`config.mk`:
```
export PLATFORM = sky130hd
export DESIGN_NAME = rsa_stream_decryptor
export DESIGN_NICKNAME = d
export VERILOG_FILES = /design/src/rtl/rsa_stream_decryptor.sv
export SDC_FILE = /design/constraint.sdc
export NUM_CORES = 1
export LEC_CHECK = 0
export ABC_AREA = 0
export BUFFER_PORTS_ARGS = -buffer_cell sky130_fd_sc_hd__buf_2
export CORE_MARGIN = 2
export CORE_UTILIZATION = 30
export DETAILED_ROUTE_END_ITERATION = 10
export PLACE_DENSITY_LB_ADDON = 0.3
export SYNTH_ARGS = -nofsm -noshare
export SYNTH_HDL_FRONTEND = slang
export SYNTH_SLANG_ARGS = --single-unit
```
`constraint.sdc`:
```
create_clock -name clk -period 6.3 [get_ports clk]
set_input_delay 0.315 -clock clk [delete_from_list [all_inputs] [get_ports clk]]
set_output_delay 0.315 -clock clk [all_outputs]
set_load 0.005 [all_outputs]
```
`src/rtl/rsa_stream_decryptor.sv`:
```
// rsa_stream_decryptor: plaintext = cipher^d mod n, constant-time left-to-right square-and-multiply.
// Latency: handshake cycle T -> plain_valid in cycle T+3+2*WIDTH*(WIDTH+1) (T+547 at WIDTH=16); operand error -> T+2.
// Backpressure: one word in flight; cipher_ready only in IDLE; the result is held in OUT until plain_ready.
// Ports: clk/reset (async, active-high); key_load, d_in, n_in load the private key while idle;
//        cipher_valid/cipher_ready/cipher_data form the input stream;
//        plain_valid/plain_ready/plain_data/plain_err form the output stream; busy = not IDLE.
module rsa_stream_decryptor #(
  parameter int WIDTH = 16
) (
  input  logic             clk,
  input  logic             reset,
  input  logic             key_load,
  input  logic [WIDTH-1:0] d_in,
  input  logic [WIDTH-1:0] n_in,
  input  logic             cipher_valid,
  output logic             cipher_ready,
  input  logic [WIDTH-1:0] cipher_data,
  output logic             plain_valid,
  input  logic             plain_ready,
  output logic [WIDTH-1:0] plain_data,
  output logic             plain_err,
  output logic             busy
);

  localparam int RW = WIDTH + 2;           // multiplier datapath width: 2r + a < 3n
  localparam int CW = $clog2(WIDTH + 1);   // multiplier step counter (load + WIDTH iterations)
  localparam int IW = $clog2(WIDTH);       // exponent bit index

  typedef enum logic [2:0] {
    S_IDLE,
    S_CHECK,
    S_SQR,
    S_MUL,
    S_DONE,
    S_OUT
  } state_t;

  state_t           state_q, state_d;
  logic [WIDTH-1:0] kd_q, kd_d;       // loaded key
  logic [WIDTH-1:0] kn_q, kn_d;
  logic [WIDTH-1:0] op_d_q, op_d_d;   // key snapshot used by the word in flight
  logic [WIDTH-1:0] op_n_q, op_n_d;
  logic [WIDTH-1:0] c_q, c_d;
  logic [WIDTH-1:0] acc_q, acc_d;
  logic [RW-1:0]    r_q, r_d;         // multiplier partial remainder
  logic [WIDTH-1:0] mb_q, mb_d;       // multiplier operand, shifted out MSB-first
  logic [CW-1:0]    mcnt_q, mcnt_d;
  logic [IW-1:0]    idx_q, idx_d;
  logic             ready_q, ready_d;
  logic             valid_q, valid_d;
  logic [WIDTH-1:0] pdata_q, pdata_d;
  logic             perr_q, perr_d;

  // One interleaved shift-add step: r = 2r + (bit ? a : 0), then up to two subtractions of n.
  // The multiplicand is acc for squaring and c for the multiply step; the multiplier is always acc.
  logic [WIDTH-1:0] mul_a;
  logic [RW-1:0]    n_ext, t0, t1, r_iter;

  always_comb begin
    mul_a  = (state_q == S_SQR) ? acc_q : c_q;
    n_ext  = {2'b00, op_n_q};
    t0     = (r_q << 1) + (mb_q[WIDTH-1] ? {2'b00, mul_a} : '0);
    t1     = (t0 >= n_ext) ? (t0 - n_ext) : t0;
    r_iter = (t1 >= n_ext) ? (t1 - n_ext) : t1;
  end

  always_comb begin
    state_d = state_q;
    kd_d    = kd_q;
    kn_d    = kn_q;
    op_d_d  = op_d_q;
    op_n_d  = op_n_q;
    c_d     = c_q;
    acc_d   = acc_q;
    r_d     = r_q;
    mb_d    = mb_q;
    mcnt_d  = mcnt_q;
    idx_d   = idx_q;
    pdata_d = pdata_q;
    perr_d  = perr_q;

    case (state_q)
      S_IDLE: begin
        if (key_load) begin
          kd_d = d_in;
          kn_d = n_in;
        end
        // The snapshot takes the current (old) key, so a same-cycle key_load affects only later words.
        if (cipher_valid && ready_q) begin
          c_d     = cipher_data;
          op_d_d  = kd_q;
          op_n_d  = kn_q;
          state_d = S_CHECK;
        end
      end

      S_CHECK: begin
        if ((op_n_q < WIDTH'(2)) || (c_q >= op_n_q)) begin
          pdata_d = '0;
          perr_d  = 1'b1;
          state_d = S_OUT;
        end else begin
          acc_d   = WIDTH'(1);
          idx_d   = IW'(WIDTH - 1);
          mcnt_d  = '0;
          state_d = S_SQR;
        end
      end

      S_SQR, S_MUL: begin
        if (mcnt_q == '0) begin
          r_d    = '0;
          mb_d   = acc_q;
          mcnt_d = CW'(1);
        end else begin
          r_d  = r_iter;
          mb_d = mb_q << 1;
          if (mcnt_q == CW'(WIDTH)) begin
            mcnt_d = '0;
            if (state_q == S_SQR) begin
              acc_d   = r_iter[WIDTH-1:0];
              state_d = S_MUL;
            end else begin
              // The product is always computed; only its use depends on the exponent bit.
              if (op_d_q[idx_q]) begin
                acc_d = r_iter[WIDTH-1:0];
              end
              if (idx_q == '0) begin
                state_d = S_DONE;
              end else begin
                idx_d   = idx_q - IW'(1);
                state_d = S_SQR;
              end
            end
          end else begin
            mcnt_d = mcnt_q + CW'(1);
          end
        end
      end

      S_DONE: begin
        pdata_d = acc_q;
        perr_d  = 1'b0;
        state_d = S_OUT;
      end

      S_OUT: begin
        if (plain_ready) begin
          state_d = S_IDLE;
        end
      end

      default: state_d = S_IDLE;
    endcase

    // Handshake outputs are registered copies of the next state, so they are 0 while in reset.
    ready_d = (state_d == S_IDLE);
    valid_d = (state_d == S_OUT);
  end

  always_ff @(posedge clk or posedge reset) begin
    if (reset) begin
      state_q <= S_IDLE;
      kd_q    <= '0;
      kn_q    <= '0;
      op_d_q  <= '0;
      op_n_q  <= '0;
      c_q     <= '0;
      acc_q   <= '0;
      r_q     <= '0;
      mb_q    <= '0;
      mcnt_q  <= '0;
      idx_q   <= '0;
      ready_q <= 1'b0;
      valid_q <= 1'b0;
      pdata_q <= '0;
      perr_q  <= 1'b0;
    end else begin
      state_q <= state_d;
      kd_q    <= kd_d;
      kn_q    <= kn_d;
      op_d_q  <= op_d_d;
      op_n_q  <= op_n_d;
      c_q     <= c_d;
      acc_q   <= acc_d;
      r_q     <= r_d;
      mb_q    <= mb_d;
      mcnt_q  <= mcnt_d;
      idx_q   <= idx_d;
      ready_q <= ready_d;
      valid_q <= valid_d;
      pdata_q <= pdata_d;
      perr_q  <= perr_d;
    end
  end

  assign cipher_ready = ready_q;
  assign plain_valid  = valid_q;
  assign plain_data   = pdata_q;
  assign plain_err    = perr_q;
  assign busy         = (state_q != S_IDLE);

endmodule

```
* After elaboration in Yosys (flattened, before gate mapping)
Index checks and enable logic that the tools add are counted.
** Word-level totals
- Register bits :: 160
- Bits of input ports :: 53
- Output and inout port bits :: 20
- Logic and storage cells :: 91
** Operators by class
- Add/subtract/negate cells :: 5
- Magnitude comparators :: 5
- Eq/ne operators :: 14
- Multiplexer cells :: 36
- Reduce and logical (&&, ||, !) cells :: 16
** Operator list (count)
- 16-bit 2-to-1 mux :: 9
- 16-bit case mux with 2 select lines :: 2
- 18-bit by 16-bit greater-or-equal comparator with 1-bit output :: 2
- 17-bit 2-to-1 mux :: 2
- 3-bit 2-to-1 mux :: 7
- 4-bit 2-to-1 mux :: 5
- 18-bit by 16-bit adder with 18-bit output :: 1
- 18-bit 2-to-1 mux :: 1
- 18-bit by 16-bit subtractor with 18-bit output :: 1
- 17-bit by 16-bit subtractor with 17-bit output :: 1
- 16-bit greater-or-equal comparator :: 1
- 16-bit by 2-bit less-than comparator with 1-bit output, second input constant :: 1
- 5-bit 2-to-1 mux :: 3
- 3-bit case mux with 5 select lines :: 1
- 2-bit inequality test, second input constant :: 6
- 5-bit case mux with 2 select lines :: 1
- 3-bit == test, second input constant :: 3
- 4-bit case mux with 2 select lines :: 1
- 2-bit AND reduction :: 4
- 3-bit by 2-bit == test with 1-bit output, second input constant :: 2
- 3-bit zero test :: 2
- 6-bit AND reduction :: 1
- 5-bit by 1-bit adder with 5-bit output, second input constant :: 1
- 5-bit == test, second input constant :: 1
- 15 further kinds :: 17

* Depth between registers and ports, before layout
Gate-level depths: netlist (run 1).
- Word-level depth :: 13
- Depth in mapped cells :: 35

* Worst setup path before layout (run 1)
OpenSTA, ideal clock, no wires.
- Path kind :: register -> register
- Start point :: reg state_q[1]
- End point :: reg acc_q[2]
- Setup time :: 0.133 ns
- Arrival time :: 6.759 ns
- Data required time :: 6.167 ns
- Slack :: -0.592 ns
- Stages on the path, launching flop included :: 34
- Path buffers :: 4
- Period minus slack after synthesis :: 6.892 ns
- Cell sequence :: dfrtp_1 clkbuf_1 nand2b_1 nor2_1 clkbuf_1 nand2_1 a21boi_0 ha_1 a2111oi_0 o21a_1 nor3_1 o311a_1 or4_1 nand3_1 ha_1 and2_1 nand2_1 a21oi_1 o21ai_0 nand4_4 buf_6 mux2i_1 inv_1 fa_1 nor2b_1 o21ai_0 a21boi_0 nor2_1 o211ai_1 o21bai_1 a31o_2 buf_2 mux2i_1 o31ai_1
** Between the ends
- Cells in the longest elaborated chain, start to end :: 13
** RTL lines
- from (decl) :: line 38 : state_t state_q, state_d;
- from (signal assigned) :: line 179 : state_q <= state_d;
- 3-bit by 2-bit == test with 1-bit output :: line 60, 82, 120
- 16-bit 2-to-1 mux :: line 60 : mul_a = (state_q == S_SQR) ? acc_q : c_q;
- 16-bit 2-to-1 mux :: line 62 : t0 = (r_q << 1) + (mb_q[WIDTH-1] ? {2'b00, mul_a} : '0);
- 18-bit by 16-bit adder with 18-bit output :: line 62
- 18-bit by 16-bit subtractor with 18-bit output or 18-bit by 16-bit greater-or-equal comparator with 1-bit output (tied branches) :: line 63 : t1 = (t0 >= n_ext) ? (t0 - n_ext) : t0;
- 18-bit 2-to-1 mux :: line 63
- 17-bit by 16-bit subtractor with 17-bit output or 18-bit by 16-bit greater-or-equal comparator with 1-bit output (tied branches) :: line 64 : r_iter = (t1 >= n_ext) ? (t1 - n_ext) : t1;
- 17-bit 2-to-1 mux :: line 64
- 16-bit 2-to-1 mux :: line 125 : if (op_d_q[idx_q]) begin
- 16-bit 2-to-1 mux :: line 120 : if (state_q == S_SQR) begin
- 16-bit 2-to-1 mux :: line 118 : if (mcnt_q == CW'(WIDTH)) begin
- 16-bit 2-to-1 mux :: line 111 : if (mcnt_q == '0) begin
- 16-bit case mux with 2 select lines :: line 82 : case (state_q)
- to (signal assigned) :: line 169 : acc_q <= '0;
- to (signal assigned) :: line 185 : acc_q <= acc_d;
- to (decl) :: line 44 : logic [WIDTH-1:0] acc_q, acc_d;
Several ways; a longest one is shown, not always the timed one. The select of a mux whose other input is x is not followed.
A chain may end at the register's enable or synchronous reset.

* Worst setup path in the final report (run 1)
- Start point :: reg state_q[2]
- End point :: reg acc_q[13]
The elaborated chain is that of the path after synthesis.

==> results of run 1 <==
==> cells by family (layout without fill, tap and decap cells) <==
group,after synthesis,count (layout),share of synthesized area
xor+xnor,37,37,0.03211
buf+inv,85,312,0.03435
flops,160,160,0.3968
mux,103,103,0.1201
simple gates,287,287,0.1359
compound gates,282,282,0.1917
fa+ha+maj,70,70,0.08903
==> metrics by stage <==
step,area (um2),cells,utilization
floorplan,10180,1024,-
global placement,11960,1640,0.3585
detailed placement,11960,1640,0.3585
CTS,12830,1685,0.3846
global route,13430,1699,0.4025
finish,13430,1699,0.4025
==> flip-flops by register name, summed over array words and instances (netlist names) <==
register	count
c_q	16
acc_q	16
cipher_ready	1
plain_err	1
op_d_q	16
op_n_q	16
kn_q	16
mcnt_q	5
mb_q	16
idx_q	4
plain_valid	1
r_q	17
plain_data	16
state_q	3
kd_q	16
==> synth_stat cells, drive strengths merged (4+ instances only) <==
master	n	area, um2
a211oi	13	97.59
a21boi	17	127.6
a21o	15	113.9
a21oi	40	200.2
a221o	6	60.06
a22o	18	157.7
a31o	4	35.03
a31oi	10	77.57
a32o	7	70.07
a32oi	5	43.79
and2	7	43.79
and3	12	85.08
and4	5	43.79
buf	15	83.83
clkbuf	32	120.1
dfrtp	160	4004
ha	67	838.3
inv	38	142.6
mux2	80	919.6
mux2i	18	180.2
mux4	5	112.6
nand2	128	480.5
nand2b	7	43.79
nand3	32	160.2
nand4	9	71.32
nor2	42	165.2
nor2b	8	50.05
nor3	12	60.06
nor4	7	43.79
o211ai	12	90.09
o21a	17	127.6
o21ai	78	390.4
o21bai	5	37.54
o31ai	6	45.04
or2	5	31.28
or3	5	31.28
xnor2	28	245.2
xor2	9	78.83
==> repair_timing <==
| item | in CTS | in global routing |
|---|---|---|
| pin swaps | 10 | 43 |
| setup endpoints to repair | 32 | 33 |
| setup buffers | 11 | 13 |
| cloned | 2 | 2 |
| resized for setup | 33 | 87 |
==> path summary, 6_finish.rpt <==
| path | end | startpoint | slack [ns] |
|---|---|---|---|
| max | acc_q[13]$_DFFE_PP0P_ | state_q[2]$_DFF_PP0_ | -0.12 |
| min | kn_q[0]$_DFFE_PP0P_ | reset | 0.02 |
| max reg2reg | acc_q[13]$_DFFE_PP0P_ | state_q[2]$_DFF_PP0_ | -0.12 |
| min reg2reg | op_n_q[3]$_DFFE_PP0P_ | kn_q[3]$_DFFE_PP0P_ | 0.47 |
| max in group asynchronous | state_q[2]$_DFF_PP0_ | reset | 4.72 |
| min in group clk | c_q[0]$_DFFE_PP0P_ | cipher_data[0] | 0.09 |
==> cell usage in the layout, fill, tap and decap left out, drive strengths merged, types with 4 or more instances in the layout <==
master	count
o21a	17
o21bai	5
nand3	32
o211ai	12
mux2	80
a21boi	17
o21ai	78
a211oi	13
clkbuf	20
dfrtp	160
and2	7
or3	5
xnor2	28
nand4	9
o31ai	6
a21o	15
buf	240
xor2	9
or2	5
mux2i	18
inv	46
a21oi	40
nor2	42
mux4	5
a31oi	10
a31o	4
nor4	7
nor3	12
and4	5
a32o	7
nand2b	7
a22o	18
and3	12
nor2b	8
a221o	6
a32oi	5
nand2	128
ha	67
==> area by class of cell <==
| class | instances | area share |
|---|---|---|
| Multi-Input combinational cell | 779 | 0.4734 |
| Tap cell | 448 | 0.04174 |
| Clock inverter | 14 | 0.01239 |
| Timing Repair Buffer | 242 | 0.1313 |
| Sequential cell | 160 | 0.2982 |
| Inverter | 38 | 0.01099 |
| Clock buffer | 18 | 0.03196 |
==> per-layer routing <==
layer  up-vias  GRT usage  share of wire  wire length (um)
met1      4293     0.2338           0.46             14070
met3        62    0.02720          0.039              1196
met5         -          0              0                 0
met4         0    0.07541          0.034              1051
li1       4209          -              -                 -
met2       206     0.2852           0.47             14520
==> impl_results.rst, run 1 <==
.. list-table::
   :header-rows: 1

   * - Metric
     - Value
   * - Run status
     - complete, but fails checks
   * - Violations in the final reports
     - setup timing
   * - Max capacitance violation total
     - 0
   * - Cell Rows
     - 67
   * - Final period utilization
     - 1.019
   * - Violation count after the first detailed-routing iteration
     - 581
   * - Number of synthesized register bits
     - 160
   * - Element type at the critical path end
     - flip-flop
   * - Yosys Warn Count
     - 0
   * - Initial antenna violation count
     - 0
   * - Fraction of layout instances using a drive strength above 1
     - 0.3661
   * - Vias per std cell
     - 5.162
   * - Hold violation count in the final report
     - 0
   * - Total of endpoints with negative setup slack in the final report
     - 18
   * - Minimum period implied by the final worst setup slack
     - 6.419 ns
   * - Global router's overall resource usage
     - 0.1760
   * - Via count of the first global-routing pass
     - 8718
   * - CTS tree
     - built
   * - Signal arrival time at the worst endpoint
     - 6.74 ns
   * - Die outline height
     - 187.4 um
   * - Worst Path Required
     - 6.62 ns
   * - PortBufs
     - 72
   * - Area of the multi-input gates
     - 0.006357 mm2
   * - Clock buffers created by TritonCTS
     - 17
   * - Delay of the slowest cell on the worst path
     - 0.44 ns
   * - WP buf/inv
     - 3
   * - Clk pin slew, worst setup/hold paths
     - 0.08 ns
   * - Share of flip-flops with an asynchronous set or reset
     - 1.000
   * - Net Count, Synth
     - ~1100
   * - Setup TNS Final
     - -0.7729 ns
   * - Final weighted congestion in routability-driven placement
     - 0.9824
   * - Largest fanout on the critical path
     - 7
   * - Leftover overflow at the end of global routing
     - 0
   * - Category of the critical setup timing path
     - reg2reg
   * - Number of primary I/O pins
     - 73
   * - Netlist cell types
     - 70
   * - Count of H-tree levels built during CTS
     - 4
   * - Avg Cell Area, Syn
     - between 9 and 10 um2
   * - Starting density of the core
     - 0.3024
   * - Class of the tightest hold or removal check
     - in2async
   * - Overall via count from detail_route
     - 8770
   * - Wire length after detailed routing
     - 30830 um
   * - Clock Skews
     - ~0.021 ns
   * - Critical path depth
     - 30
   * - CP delay by family, top
     - compound AO/OA/AOI/OAI gates
   * - Synthesized instance count
     - 1024
   * - Cell Area, Synth
     - 0.01009 mm2
   * - Die Wd
     - 187.4 um
   * - DR DRC count
     - 0
   * - # diodes
     - 0
   * - Upper clock frequency limit
     - roughly 0.16 GHz
   * - Layout-stage area growth over the synthesis result
     - 33.08%
   * - Clock insertion delay at the later pin of the skew report
     - around 0.44 ns
   * - Nets
     - 1361
   * - Headroom to the max-slew limit
     - 0.1551
   * - Setup repair after global routing missed its margin
     - true
   * - Full die area
     - 0.03512 mm2
   * - Pre-CTS WS
     - -0.5185 ns
   * - Clock root cell
     - sky130_fd_sc_hd__clkbuf_16
   * - Fraction of the yosys area taken by sequential cells
     - 0.3968
   * - Startpoint type of the worst setup path
     - flip-flop
   * - CORE AREA
     - approximately 0.033 mm2
   * - Number of buffers on the longest clock path
     - 2
   * - Depth of the most critical reg-to-reg path
     - 30
   * - Highest-delay cell along the critical path
     - sky130_fd_sc_hd__or4_1
   * - Pin count of the biggest net entering global routing
     - 85
   * - Final HPWL DP
     - ~23000 um
   * - Average detailed-routed wire length per instance
     - 18.15 um
   * - Total number of clock tree sinks
     - 160
   * - Number of hold buffers added after cts
     - 0
   * - Number of flops mapped to enable cells by yosys
     - 0
   * - Max-slew violation count
     - 0
   * - Worst slack on hold paths
     - 0.02365 ns
   * - First-pass iteration count of the detailed router
     - 5
   * - Most instantiated flip-flop cell in the synthesis netlist
     - sky130_fd_sc_hd__dfrtp_1
   * - Remaining antenna violation count after routing
     - 0
   * - Slack of the critical path
     - -0.1187 ns
   * - Fill cell count
     - about 3300
   * - Register Area
     - about 0.0040 mm2
   * - Actual transition at the worst max-transition pin
     - 1.263 ns
   * - Global-route wire length before repair
     - 48270 um
Power of run 1 is not shown: default switching activity piles up to over one toggle a cycle in this logic, so the estimate is an artifact.
==> run 2, diff against run 1 <==
- BUFFER_PORTS_ARGS: -buffer_cell sky130_fd_sc_hd__buf_2 -> not set
- DONT_BUFFER_PORTS: not set -> 1
- HOLD_SLACK_MARGIN: not set -> 0.02
- SETUP_SLACK_MARGIN: not set -> 0.05
==> run 2 against run 1 <==
The run now ends clean. Design area grew 0.62%. Highest routed layer unchanged. Clock-buffer cell count shrank 1. Flip-flop and latch count unchanged. Via count shrank 0.74%. Global-route usage rose by 1.1 points. Largest cell class unchanged. Non-clock buffer count down 21. Worst setup slack better by 0.19 ns. Sequential share of layout area is 0.18 points lower.
==> impl_results.rst, run 2 (synthesis gave the netlist of run 1 again) <==
.. list-table::
   :header-rows: 1

   * - Metric
     - Value
   * - Post-layout instance count excluding filler cells
     - 1678
   * - Top routing layer in use
     - met4
   * - First-pass iteration count of the detailed router
     - 5
   * - Element type at the critical path end
     - flip-flop
   * - Cell Rows
     - 67
   * - Sum of routed wire segments on met1
     - 14960 um
   * - Upper clock frequency limit
     - 0.1606 GHz
   * - Number of instances in the placed design
     - 1589
   * - Clock insertion delay at the later pin of the skew report
     - around 0.45 ns
   * - Nets
     - ~1300
   * - Signal arrival time at the worst endpoint
     - 6.60 ns
   * - PortBufs
     - 0
   * - Cell repeated most along the worst path
     - sky130_fd_sc_hd__buf_4
   * - Clock buffers created by TritonCTS
     - 17
   * - Starting density of the core
     - 0.3024
   * - Setup repair after global routing missed its margin
     - true
   * - Wire length on met3
     - 1713 um
   * - Leftover overflow at the end of global routing
     - 0
   * - Total of endpoints with negative setup slack in the final report
     - 0
   * - Remaining antenna violation count after routing
     - 0
   * - Violation count after the first detailed-routing iteration
     - 510
   * - Average detailed-routed wire length per instance
     - approximately 20 um
   * - Headroom to the max-slew limit
     - 0.3514
   * - Leading cell types in the layout, fill and taps excluded
     - sky130_fd_sc_hd__buf_4, sky130_fd_sc_hd__dfrtp_1, sky130_fd_sc_hd__nand2_1, sky130_fd_sc_hd__mux2_2, sky130_fd_sc_hd__o21ai_0
   * - Worst Path Required
     - 6.68 ns
   * - Clock root cell
     - sky130_fd_sc_hd__clkbuf_16
   * - Fraction of layout instances using a drive strength above 1
     - 0.3423
   * - Final period utilization
     - 0.9886
   * - Actual transition at the worst max-transition pin
     - approximately 0.97 ns
   * - Startpoint type of the worst setup path
     - flip-flop
   * - Final weighted congestion in routability-driven placement
     - about 0.9
   * - Slack of the critical path
     - 0.07212 ns
   * - Clk pin slew, worst setup/hold paths
     - 0.07 ns
   * - Slack of the worst reg-to-reg path
     - 0.07 ns
   * - Via count of the first global-routing pass
     - 8702
   * - Global-route wire length before repair
     - 50950 um
   * - Largest fanout on the critical path
     - 7
   * - # diodes
     - 0
   * - Minimum period implied by the final worst setup slack
     - 6.228 ns
   * - Most frequent standard cell in the layout excluding fill and tap cells
     - sky130_fd_sc_hd__buf_4
   * - Class of the tightest hold or removal check
     - in2reg
   * - Layout-stage area growth over the synthesis result
     - 33.91%
   * - Pre-CTS WS
     - -0.4460 ns
   * - Clock Skews
     - 0.01809 ns
   * - Number of buffers on the longest clock path
     - 2
   * - CTS tree
     - built
   * - Number of primary I/O pins
     - 73
   * - DR DRC count
     - 0
   * - Largest Register
     - r_q
   * - Initial antenna violation count
     - 1
   * - Final HPWL DP
     - 24600 um
   * - Number of flip-flops under the largest register name
     - 17
   * - Pin count of the biggest net entering global routing
     - between 80 and 90
   * - Total number of clock tree sinks
     - 160
   * - Full die area
     - about 0.035 mm2
   * - Highest-delay cell along the critical path
     - sky130_fd_sc_hd__dfrtp_2
   * - Met2 Wirelength
     - 15700 um
   * - Max capacitance violation total
     - 0
   * - Category of the critical setup timing path
     - reg2reg
   * - Die outline height
     - 187.4 um
   * - Global router's overall resource usage
     - 0.1869
   * - Fill cell count
     - 3308
   * - Vias per std cell
     - between 5 and 6
   * - Count of H-tree levels built during CTS
     - 4
   * - Max-slew violation count
     - 0
   * - Delay of the slowest cell on the worst path
     - approximately 0.46 ns
   * - Die Wd
     - between 150 and 200 um
   * - Hold violation count in the final report
     - 0
   * - Overall via count from detail_route
     - 8705
   * - Run status
     - finished, final reports clean
   * - CORE AREA
     - 0.03336 mm2
   * - Wire length after detailed routing
     - roughly 33000 um
run 2: cell types whose count changed in the layout (fill, tap and decap cells not counted), sizes merged:
cell and change:
buf -47, dlygate4sd3 +27, clkbuf -2, clkinv -1
clkinvlp +1, nor2 +1
run 2: worst max-delay path: cells and delay by family, from the launching register on:
kind	cells	cell delay, ns
buf+inv	6	0.87
mux	1	0.37
fa+ha+maj	4	1.21
flops	1	0.46
xor+xnor	1	0.21
compound gates	12	1.95
simple gates	7	1.09
run 2: what timing repair did:
item,in CTS,in global routing
endpoints found under the setup margin,33,33
hold buffers,23,4
hold endpoints to repair,104,4
setup buffers,11,18
gates cloned,2,1
resized for setup,37,98
pin swaps,10,27
run 2: path summary, 6_finish.rpt:
path                                      start              endpoint  cells past startpoint
setup reg to reg           state_q[0]$_DFF_PP0_    r_q[1]$_DFFE_PP0N_                     31
max in group asynchronous                 reset  state_q[2]$_DFF_PP0_                      3
hold reg to reg             mb_q[0]$_DFFE_PP0N_   mb_q[0]$_DFFE_PP0N_                      2
min in group asynchronous                 reset  kn_q[12]$_DFFE_PP0P_                      2
hold / removal                          n_in[5]   kn_q[5]$_DFFE_PP0P_                      1
setup / recovery           state_q[0]$_DFF_PP0_    r_q[1]$_DFFE_PP0N_                     31
run 2: final cells by class:
cell class	instances	area, um2	area share
Sequential cell	160	4006	0.2965
Inverter	38	147.6	0.01093
Timing Repair Buffer	221	1800	0.1332
Clock inverter	14	165.2	0.01222
Multi-Input combinational cell	780	6407	0.4742
Clock buffer	17	425.4	0.03148
Tap cell	448	560.5	0.04148
run 2: per-stage QoR:
| step | hold WS [ns] | setup TNS [ns] | instance area (um2) | utilization |
|---|---|---|---|---|
| after floorplan | 0.4318 | 0 | 10200 | - |
| after global placement | 0.3761 | -3.937 | 11770 | 0.3529 |
| after detailed placement | 0.3821 | -6.528 | 11770 | 0.3529 |
| after CTS | 0.02084 | 0 | 12830 | 0.3845 |
| after global routing | 0.02057 | -4.319 | 13510 | 0.4050 |
| final | 0.02243 | 0 | 13510 | 0.4050 |
run 2: metal layers:
metal  global-route usage  vias to the layer above
met4              0.05270                        0
met3              0.03527                       41
li1                     -                     4164
met2               0.3096                      234
met1               0.2495                     4266
met5                    0                        -
Power of run 2 is left out for the same reason.
